[src/rtl/quadra_pkg.sv]
// Shared constants and types for the quadra evaluation pipeline and its
// front ends.
//   N_REQ_DEF : default number of requester channels on the arbiter
//   LAT_DEF   : quadra_top latency from x_dv to y_dv, in cycles
//   X_W / Y_W : operand / result widths (fixed for every instance)
//   req_id_t  : encoded requester id for the default channel count
package quadra_pkg;

  localparam int unsigned N_REQ_DEF = 4;
  localparam int unsigned LAT_DEF   = 3;
  localparam int unsigned X_W       = 8;
  localparam int unsigned Y_W       = 16;

  typedef logic [$clog2(N_REQ_DEF)-1:0] req_id_t;

endpackage

[src/rtl/quadra_rr_pick.sv]
// Purely combinational round-robin picker.
//   elig   : eligible channel vector
//   rr_ptr : last granted channel; search begins at rr_ptr+1 (mod N_REQ)
//   grant  : one-hot grant (zero when nothing is eligible)
//   gid    : encoded id of the granted channel
//   gvalid : a grant was made
module quadra_rr_pick
  import quadra_pkg::*;
#(
  parameter int unsigned N_REQ = N_REQ_DEF,
  parameter int unsigned ID_W  = $clog2(N_REQ_DEF)
) (
  input  logic [N_REQ-1:0] elig,
  input  logic [ID_W-1:0]  rr_ptr,
  output logic [N_REQ-1:0] grant,
  output logic [ID_W-1:0]  gid,
  output logic             gvalid
);

  always_comb begin
    grant  = '0;
    gid    = '0;
    gvalid = 1'b0;
    // k runs 1..N_REQ so the last-granted channel is examined last.
    for (int unsigned k = 1; k <= N_REQ; k++) begin
      automatic logic [ID_W-1:0] sel = ID_W'((32'(rr_ptr) + k) % N_REQ);
      if (!gvalid && elig[sel]) begin
        grant[sel] = 1'b1;
        gid        = sel;
        gvalid     = 1'b1;
      end
    end
  end

endmodule

[src/rtl/quadra_arbiter.sv]
// Round-robin front end sharing one quadra_top pipeline between N_REQ
// requesters. Issues at most one operand per cycle; a tag pipe matched to the
// pipeline latency steers each result into a per-channel response register.
//   clk, rst_b          : clock (rising edge), asynchronous active-low reset
//   en                  : grant enable; in-flight work completes when low
//   req_valid/req_x     : per-channel operand offer (req_x packed N_REQ x X_W)
//   req_ready           : one-hot or zero accept strobe (combinational)
//   rsp_valid/rsp_y     : per-channel held result (rsp_y packed N_REQ x Y_W)
//   rsp_ready           : consumer takes result
//   q_x/q_x_dv          : operand into quadra_top
//   q_y/q_y_dv          : result from quadra_top
//   idle                : no channel busy and tag pipe empty
//   err                 : sticky; result/tag misalignment seen
module quadra_arbiter
  import quadra_pkg::*;
#(
  parameter int unsigned N_REQ = N_REQ_DEF,
  parameter int unsigned LAT   = LAT_DEF
) (
  input  logic                 clk,
  input  logic                 rst_b,
  input  logic                 en,
  input  logic [N_REQ-1:0]     req_valid,
  input  logic [N_REQ*X_W-1:0] req_x,
  output logic [N_REQ-1:0]     req_ready,
  output logic [N_REQ-1:0]     rsp_valid,
  output logic [N_REQ*Y_W-1:0] rsp_y,
  input  logic [N_REQ-1:0]     rsp_ready,
  output logic [X_W-1:0]       q_x,
  output logic                 q_x_dv,
  input  logic [Y_W-1:0]       q_y,
  input  logic                 q_y_dv,
  output logic                 idle,
  output logic                 err
);

  localparam int unsigned ID_W = $clog2(N_REQ);

  logic [N_REQ-1:0]         busy;
  logic [N_REQ-1:0]         elig;
  logic [N_REQ-1:0]         grant;
  logic [ID_W-1:0]          gid;
  logic                     gvalid;
  logic [ID_W-1:0]          rr_ptr;
  // Tag pipe: index 0 loaded at accept, index LAT lines up with q_y_dv.
  logic [LAT:0]             tag_v;
  logic [LAT:0][ID_W-1:0]   tag_id;

  // rst_b gating keeps req_ready low while reset is held.
  assign elig      = req_valid & ~busy & {N_REQ{en & rst_b}};
  assign req_ready = grant;
  assign idle      = ~|busy && ~|tag_v;

  quadra_rr_pick #(
    .N_REQ (N_REQ),
    .ID_W  (ID_W)
  ) u_pick (
    .elig   (elig),
    .rr_ptr (rr_ptr),
    .grant  (grant),
    .gid    (gid),
    .gvalid (gvalid)
  );

  always_ff @(posedge clk or negedge rst_b) begin
    if (!rst_b) begin
      rr_ptr    <= ID_W'(N_REQ - 1);
      busy      <= '0;
      tag_v     <= '0;
      tag_id    <= '0;
      q_x       <= '0;
      q_x_dv    <= 1'b0;
      rsp_valid <= '0;
      rsp_y     <= '0;
      err       <= 1'b0;
    end else begin
      q_x_dv <= gvalid;
      if (gvalid) begin
        q_x    <= req_x[gid*X_W +: X_W];
        rr_ptr <= gid;
      end

      tag_v  <= {tag_v[LAT-1:0], gvalid};
      tag_id <= {tag_id[LAT-1:0], gid};

      // A grant never targets a busy channel, so set and clear cannot collide.
      busy <= (busy & ~(rsp_valid & rsp_ready)) | grant;

      for (int unsigned i = 0; i < N_REQ; i++) begin
        if (q_y_dv && tag_v[LAT] && (tag_id[LAT] == ID_W'(i))) begin
          rsp_valid[i]          <= 1'b1;
          rsp_y[i*Y_W +: Y_W]   <= q_y;
        end else if (rsp_ready[i]) begin
          rsp_valid[i] <= 1'b0;
        end
      end

      // Covers both a stray result and a missing result; busy stays set.
      if (q_y_dv != tag_v[LAT]) begin
        err <= 1'b1;
      end
    end
  end

endmodule

[config.mk]
export PLATFORM = sky130hd
export DESIGN_NAME = quadra_arbiter
export DESIGN_NICKNAME = d
export VERILOG_FILES = /design/src/rtl/quadra_pkg.sv /design/src/rtl/quadra_rr_pick.sv /design/src/rtl/quadra_arbiter.sv
export SDC_FILE = /design/constraint.sdc
export NUM_CORES = 1
export LEC_CHECK = 0
export BUFFER_PORTS_ARGS = -buffer_cell sky130_fd_sc_hd__buf_2
export CAP_MARGIN = 25
export CORE_ASPECT_RATIO = 1.2
export CORE_UTILIZATION = 45
export CTS_CLUSTER_SIZE = 20
export DETAILED_ROUTE_END_ITERATION = 16
export GPL_TIMING_DRIVEN = 1
export PLACE_DENSITY = 0.75
export SETUP_SLACK_MARGIN = 0.3
export SYNTH_ARGS = -nofsm -noshare
export SYNTH_HDL_FRONTEND = slang
export SYNTH_SLANG_ARGS = --single-unit
[constraint.sdc]
create_clock -name clk -period 2.9 [get_ports clk]
set_clock_uncertainty 0.15 [all_clocks]
set_input_delay 0.58 -clock clk [delete_from_list [all_inputs] [get_ports clk]]
set_output_delay 0.58 -clock clk [all_outputs]
set_load 0.01 [all_outputs]
==> results.cfg, run 1 <==
[sta]
timing_worst_slew_pin_value_ps = 383
slew_viol_final = 0
relSlewSlack_pct = 74.5
finalSetupViolations = 4
hold_slack_ps = 62.1
setup_ws_ps = -112
rsz0062_at_grt = true
fin_setup_tns_ps = -327
finalHoldViolations = 0
min_period_ps = 3010
fmax_mhz = 332
timing.final.crit_share_pct = 104

[power]
switching_share_pct = 33.9
p_switching_mw = 1.67
intPower_mw = 3.25
power_per_cell_area_mw_per_mm2 = 861
power_frac_seq_pct = 41.5
p_total_mw = 4.92
pwr-share-clk_pct = 19.1
peakVddDrop_mv = 0.440
leakage_nw = 2.93
power.share.combinational_pct = 39.4

[yosys]
ys_warn_count = 0
synth_nets = 373
synth_ff_type = dfrtp_1
synthTopCellsByArea = dfrtp_1 56%, mux2_2 18%, mux2i_1 4.1%
ys_top_cells_by_count = 93 x dfrtp_1, 67 x mux2_2, 18 x nand2_1, 17 x mux2i_1
async_reset_ff_share_pct = 100
avgSynthCellArea_um2 = 13.7
syn-instance-count = 304
synth.most_common_cell = dfrtp_1
synth_cell_types = 35
yosysTopAreaCell = dfrtp_1
synth-edff-count = 0
synthDominantCellAreaShare_pct = 55.7
syn_area_mm2 = 0.00418
synth_seq_area_share_pct = 57.0
ys_seq_elements = 95

[worst_setup_path]
slowest_delay_ps = 570
startpoint_type = flop
worstPathRequired_ps = 2170
slowest_stage = dfstp_2
path_cells = inv_4, ha_4, mux4_2, buf_6, a22oi_1, o21ai_2, buf_2
crit_arrival_ps = 2280
critPathKind = flop to primary output
end_kind = primary output
critical_path.max_fanout = 9

[route]
first_pass_iters = 4
via_per_inst = 5.32
first_iter_violations = 140
wl_per_cell_um = 17.2
ant_nets = 0
drt-total-wl_um = 10500
vias = 3254
drc = 0

[global_route]
grt.overflow.total = 0
grt_pass1_wl_um = 16500
grt_use_total_pct = 22.2
grt_pass1_vias = 3318
grt_max_degree = 63
antenna_found_initial = 0

[min_path]
hp-class = input pin to async pin

[clock_network]
cts_root_buffer = clkbuf_8
cts_made_buffers = 9
cts_sinks = 95
cts_tree = built
cts.clk_slew.worst_paths_ps = 80
clock_path_buffers = 2
clkLatencyLatePin_ps = 370
htree_num_levels = 3

[layout]
fin_cells = 612
final_area_mm2 = 0.00571
final_net_count = 556
final_core_util_pct = 63.2
layout-drive-gt1-share_pct = 62.8
n_antenna_cell = 0
area_delta_synth_final_pct = 36.8

[placement]
place_inst = 578
preCtsSetupSlack_ps = -10.2
gp_congestion = 0.936
io_buffers = 142
dp_hpwl_um = 7420
dpl-instance-area_mm2 = 0.00520

[floorplan]
die_w_um = 89.9
core_area_mm2 = 0.00903
start_util_pct = 46.2
rows = 38
io_pins = 143
fp.dieH_um = 108
die_area_mm2 = 0.00967

[outcome]
outcome = complete, but fails checks
violations = setup timing

[job]
cap_violations = 0
[worst paths after layout]
path / startpoint / endpoint / slack, ps / cells past startpoint
setup reg to reg: busy[0]$_DFF_PN0_ / q_x[5]$_DFFE_PN0P_ / 60 / 9
max in group asynchronous: rst_b / busy[0]$_DFF_PN0_ / 1770 / 3
min in group clk: tag_id[3]$_DFF_PN0_ / tag_id[5]$_DFF_PN0_ / 200 / 0
setup / recovery: rr_ptr[1]$_DFFE_PN1P_ / req_ready[0] / -110 / 7
hold reg to reg: tag_id[3]$_DFF_PN0_ / tag_id[5]$_DFF_PN0_ / 200 / 0
hold / removal: rst_b / busy[1]$_DFF_PN0_ / 60 / 2
[cell families after synthesis]
group / share of synthesized area [%]
buffers and inverters: 2.40
AO/OA/AOI/OAI: 6.53
multiplexers: 24.1
flip-flops: 57.0
AND/OR/NAND/NOR: 7.25
adder cells (fa/ha/maj): 2.70
[power groups by stage]
stage	clock [mW]	sequential (mW)	combinational, mW
detailed placement	0	2.08	1.69
floorplan	0	2.24	0.773
CTS	0.952	2.04	1.80
global route	1.01	2.10	2.08
finish	0.939	2.04	1.94
global placement	0	2.06	1.65
[state kept, by name, summed over array words and instances (netlist names)]
signal	count
err	1
rr_ptr	2
rsp_valid	4
tag_v	4
busy	4
q_x	8
rsp_y	64
tag_id	8
[layout make-up]
class | count | area (µm²)
Timing Repair Buffer | 183 | 1090
Sequential cell | 95 | 2380
Tap cell | 120 | 150
Inverter | 9 | 36.3
Clock buffer | 12 | 165
Clock inverter | 4 | 51.3
Fill cell | 722 | 3320
Multi-Input combinational cell | 189 | 1830
[worst max-delay path: cells and delay by family, from the launching register on]
| kind | cells | cell delay [ps] |
|---|---|---|
| multiplexers | 1 | 390 |
| flip-flops | 1 | 570 |
| buffers and inverters | 3 | 390 |
| AO/OA/AOI/OAI | 2 | 260 |
| adder cells (fa/ha/maj) | 1 | 300 |
[metal layers]
layer	global-route usage, %	vias to the layer above	wire (µm)
met3	4.31	20	459
met1	25.8	1638	4220
met2	39.5	115	5600
met5	0	-	0
met4	10.6	0	257
li1	-	1481	-
[repair_timing]
action                                  CTS  global route
hold buffers                              0             0
pin swaps                                 6             7
cloned                                    0             2
resized for setup                        12            24
endpoints found under the setup margin   12            13
setup buffers                             9             7
[cell usage in the layout (no fill, tap or decap), drive strengths merged, types with 3 or more instances in the layout]
| master | count |
|---|---|
| a21o | 6 |
| a21oi | 8 |
| a22oi | 4 |
| and4b | 4 |
| buf | 182 |
| clkbuf | 13 |
| dfrtp | 93 |
| ha | 9 |
| inv | 10 |
| mux2 | 68 |
| mux2i | 17 |
| mux4 | 3 |
| nand2 | 18 |
| nand3 | 7 |
| nand3b | 4 |
| nand4b | 4 |
| nor2 | 6 |
| nor3 | 3 |
| o21ai | 11 |
| o221ai | 6 |
Note: power is estimated with default switching activity, not from simulation.
==> run 2, diff against run 1 <==
--- a/config.mk
+++ b/config.mk
@@ -8,3 +8,3 @@
 export BUFFER_PORTS_ARGS = -buffer_cell sky130_fd_sc_hd__buf_2
-export CAP_MARGIN = 25
+export CAP_MARGIN = 40
 export CORE_ASPECT_RATIO = 1.2
==> constraint.sdc (replaced) <==
create_clock -name clk -period 2.9 [get_ports clk]
set_clock_uncertainty 0.15 [all_clocks]
set_input_delay 0.29 -clock clk [delete_from_list [all_inputs] [get_ports clk]]
set_output_delay 0.29 -clock clk [all_outputs]
set_load 0.01 [all_outputs]
==> run 2 against run 1 <==
  * The run now ends clean
  * Sequential cell count stayed put
  * Power is 3.2% lower
  * Maximum frequency is 12% higher
  * Worst setup slack better by 330 ps
  * Register-to-register slack better by 160 ps
  * Largest cell class unchanged
==> results.cfg, run 2 (same netlist as run 1, synthesis figures left out) <==
[route]
ant_nets = 0
first_pass_iters = 4
wl_per_cell_um = 16.5
first_iter_violations = 99
drc = 0
vias = 3205
drt-total-wl_um = 10000
via_per_inst = 5.27

[clock_network]
cts_made_buffers = 9
cts_sinks = 95
clkLatencyLatePin_ps = 350
clock_path_buffers = 2
cts_root_buffer = clkbuf_8
htree_num_levels = 3
cts_tree = built
cts.clk_slew.worst_paths_ps = 90

[sta]
timing.final.crit_share_pct = 92.5
finalSetupViolations = 0
slew_viol_final = 0
relSlewSlack_pct = 43.9
rsz0062_at_grt = true
finalHoldViolations = 0
fin_setup_tns_ps = 0
fmax_mhz = 373
timing_worst_slew_pin_value_ps = 842
min_period_ps = 2680

[min_path]
hp-class = input pin to async pin

[global_route]
top_usage_layer = met2
grt_util_met1_pct = 23.7
grt.overflow.total = 0
grt_pass1_vias = 3235
grt_pass1_wl_um = 15800
met3_usage_pct = 4.45
grt_max_degree = 69
grt_use_total_pct = 21.2
grt_util_met2_pct = 39.6
antenna_found_initial = 0

[placement]
dpl-instance-area_mm2 = 0.00514
io_buffers = 142
dp_hpwl_um = 7200
gp_congestion = 0.871

[floorplan]
die_w_um = 89.9
die_area_mm2 = 0.00967
rows = 38
io_pins = 143
fp.dieH_um = 108
core_area_mm2 = 0.00903
start_util_pct = 46.2

[power]
intPower_mw = 3.18
switching_share_pct = 33.2
power.share.combinational_pct = 38.9
leakage_nw = 2.88
p_switching_mw = 1.58
peakVddDrop_mv = 0.397
pwr-share-clk_pct = 18.3
power_per_cell_area_mw_per_mm2 = 852
power_frac_seq_pct = 42.8

[worst_setup_path]
critical_path.max_fanout = 9
rrSetupSlack_ps = 220
end_kind = flop
worst_path_dominant_cell_family = multiplexers
worstPathRequired_ps = 3030
crit_arrival_ps = 2820
cp.buffers_inverters = 2
slowest_delay_ps = 500
path_cells = nand4b_1, mux4_2, buf_6, mux2_4, a21oi_4, buf_12, mux2i_1, mux2_2, o21ai_2
critPathKind = flop to flop
startpoint_type = flop
slowest_stage = mux4_2

[outcome]
outcome = complete, no violations

[layout]
final_area_mm2 = 0.00559
n_antenna_cell = 0
final_net_count = 553
final_core_util_pct = 61.9
register_area_mm2 = 0.00238
biggestRegsByFlops = rsp_y x64, q_x x8, tag_id x8
multi_input_area_mm2 = 0.00178
area_delta_synth_final_pct = 33.9
largest_reg_flops = 64
regMostFlops = rsp_y
final_common_cell = buf_2
final_cell_mix = 141 x buf_2, 93 x dfrtp_1, 67 x mux2_2
layout-drive-gt1-share_pct = 59.0
fillerInstances = 737

[job]
cap_violations = 0
-- run 2: cell count changes in the layout (fill, tap and decap cells not counted), moves of 2 or more --
cell	delta
dfrtp_1	+2
nor2_2	-3
a21oi_2	-4
a21oi_1	+4
dfrtp_2	-2
dlygate4sd3_1	+4
buf_4	-4
nor2_1	+3
-- run 2: worst register-to-register path: cells and delay by family, from the launching register on --
family | cells | cell delay (ps)
DFF | 1 | 430
AOI/OAI and AO/OA | 2 | 340
buffers and inverters | 2 | 320
muxes | 4 | 1150
and+or+nand+nor | 1 | 230
-- run 2: final cells by class --
class                   count  area share, %
multi-input cells         189           31.8
repair buffers            180           18.7
clock inverters             3          0.761
inverters                   9          0.649
well taps                 120           2.69
flip-flops and latches     95           42.6
clock buffers              12           2.78
-- run 2: repair_timing --
action                     4_1_cts  5_1_grt
setup endpoints to repair       12       13
hold endpoints to repair        28        0
buffers inserted                 8        7
hold buffers                     4        0
resized for setup               10       14
pin swaps                        6        9
gates cloned                     0        1
-- run 2: power by group through the flow --
stage,combinational [mW],clock (mW),sequential [mW]
CTS,1.75,0.887,2.04
detailed placement,1.68,0,2.07
global placement,1.62,0,2.04
finish,1.85,0.870,2.04
global route,2.00,0.959,2.10
floorplan,0.768,0,2.24
-- run 2: worst paths after layout --
check / end / depth (start not counted) / start
min in group clk: rsp_y[30]$_DFFE_PN0P_ / 2 / q_y[14]
max reg2reg: q_x[7]$_DFFE_PN0P_ / 9 / busy[0]$_DFF_PN0_
max: q_x[7]$_DFFE_PN0P_ / 9 / busy[0]$_DFF_PN0_
min reg2reg: tag_id[6]$_DFF_PN0_ / 0 / tag_id[4]$_DFF_PN0_
min: busy[1]$_DFF_PN0_ / 2 / rst_b
max in group asynchronous: rr_ptr[1]$_DFFE_PN1P_ / 3 / rst_b
-- run 2: routing by layer --
metal,share of wire [%],vias up
met5,0,-
met2,54,100
met3,4.3,16
met4,2.0,0
met1,39,1612
li1,-,1477
-- run 2: metrics by stage --
stage	hold WS [ps]	worst slack (ps)	cells	total power, mW
finish	40.7	219	608	4.76
global route	40.9	113	608	5.06
CTS	37.5	205	600	4.67
detailed placement	187	145	573	3.75
global placement	182	190	573	3.66
floorplan	-156	189	304	3.01
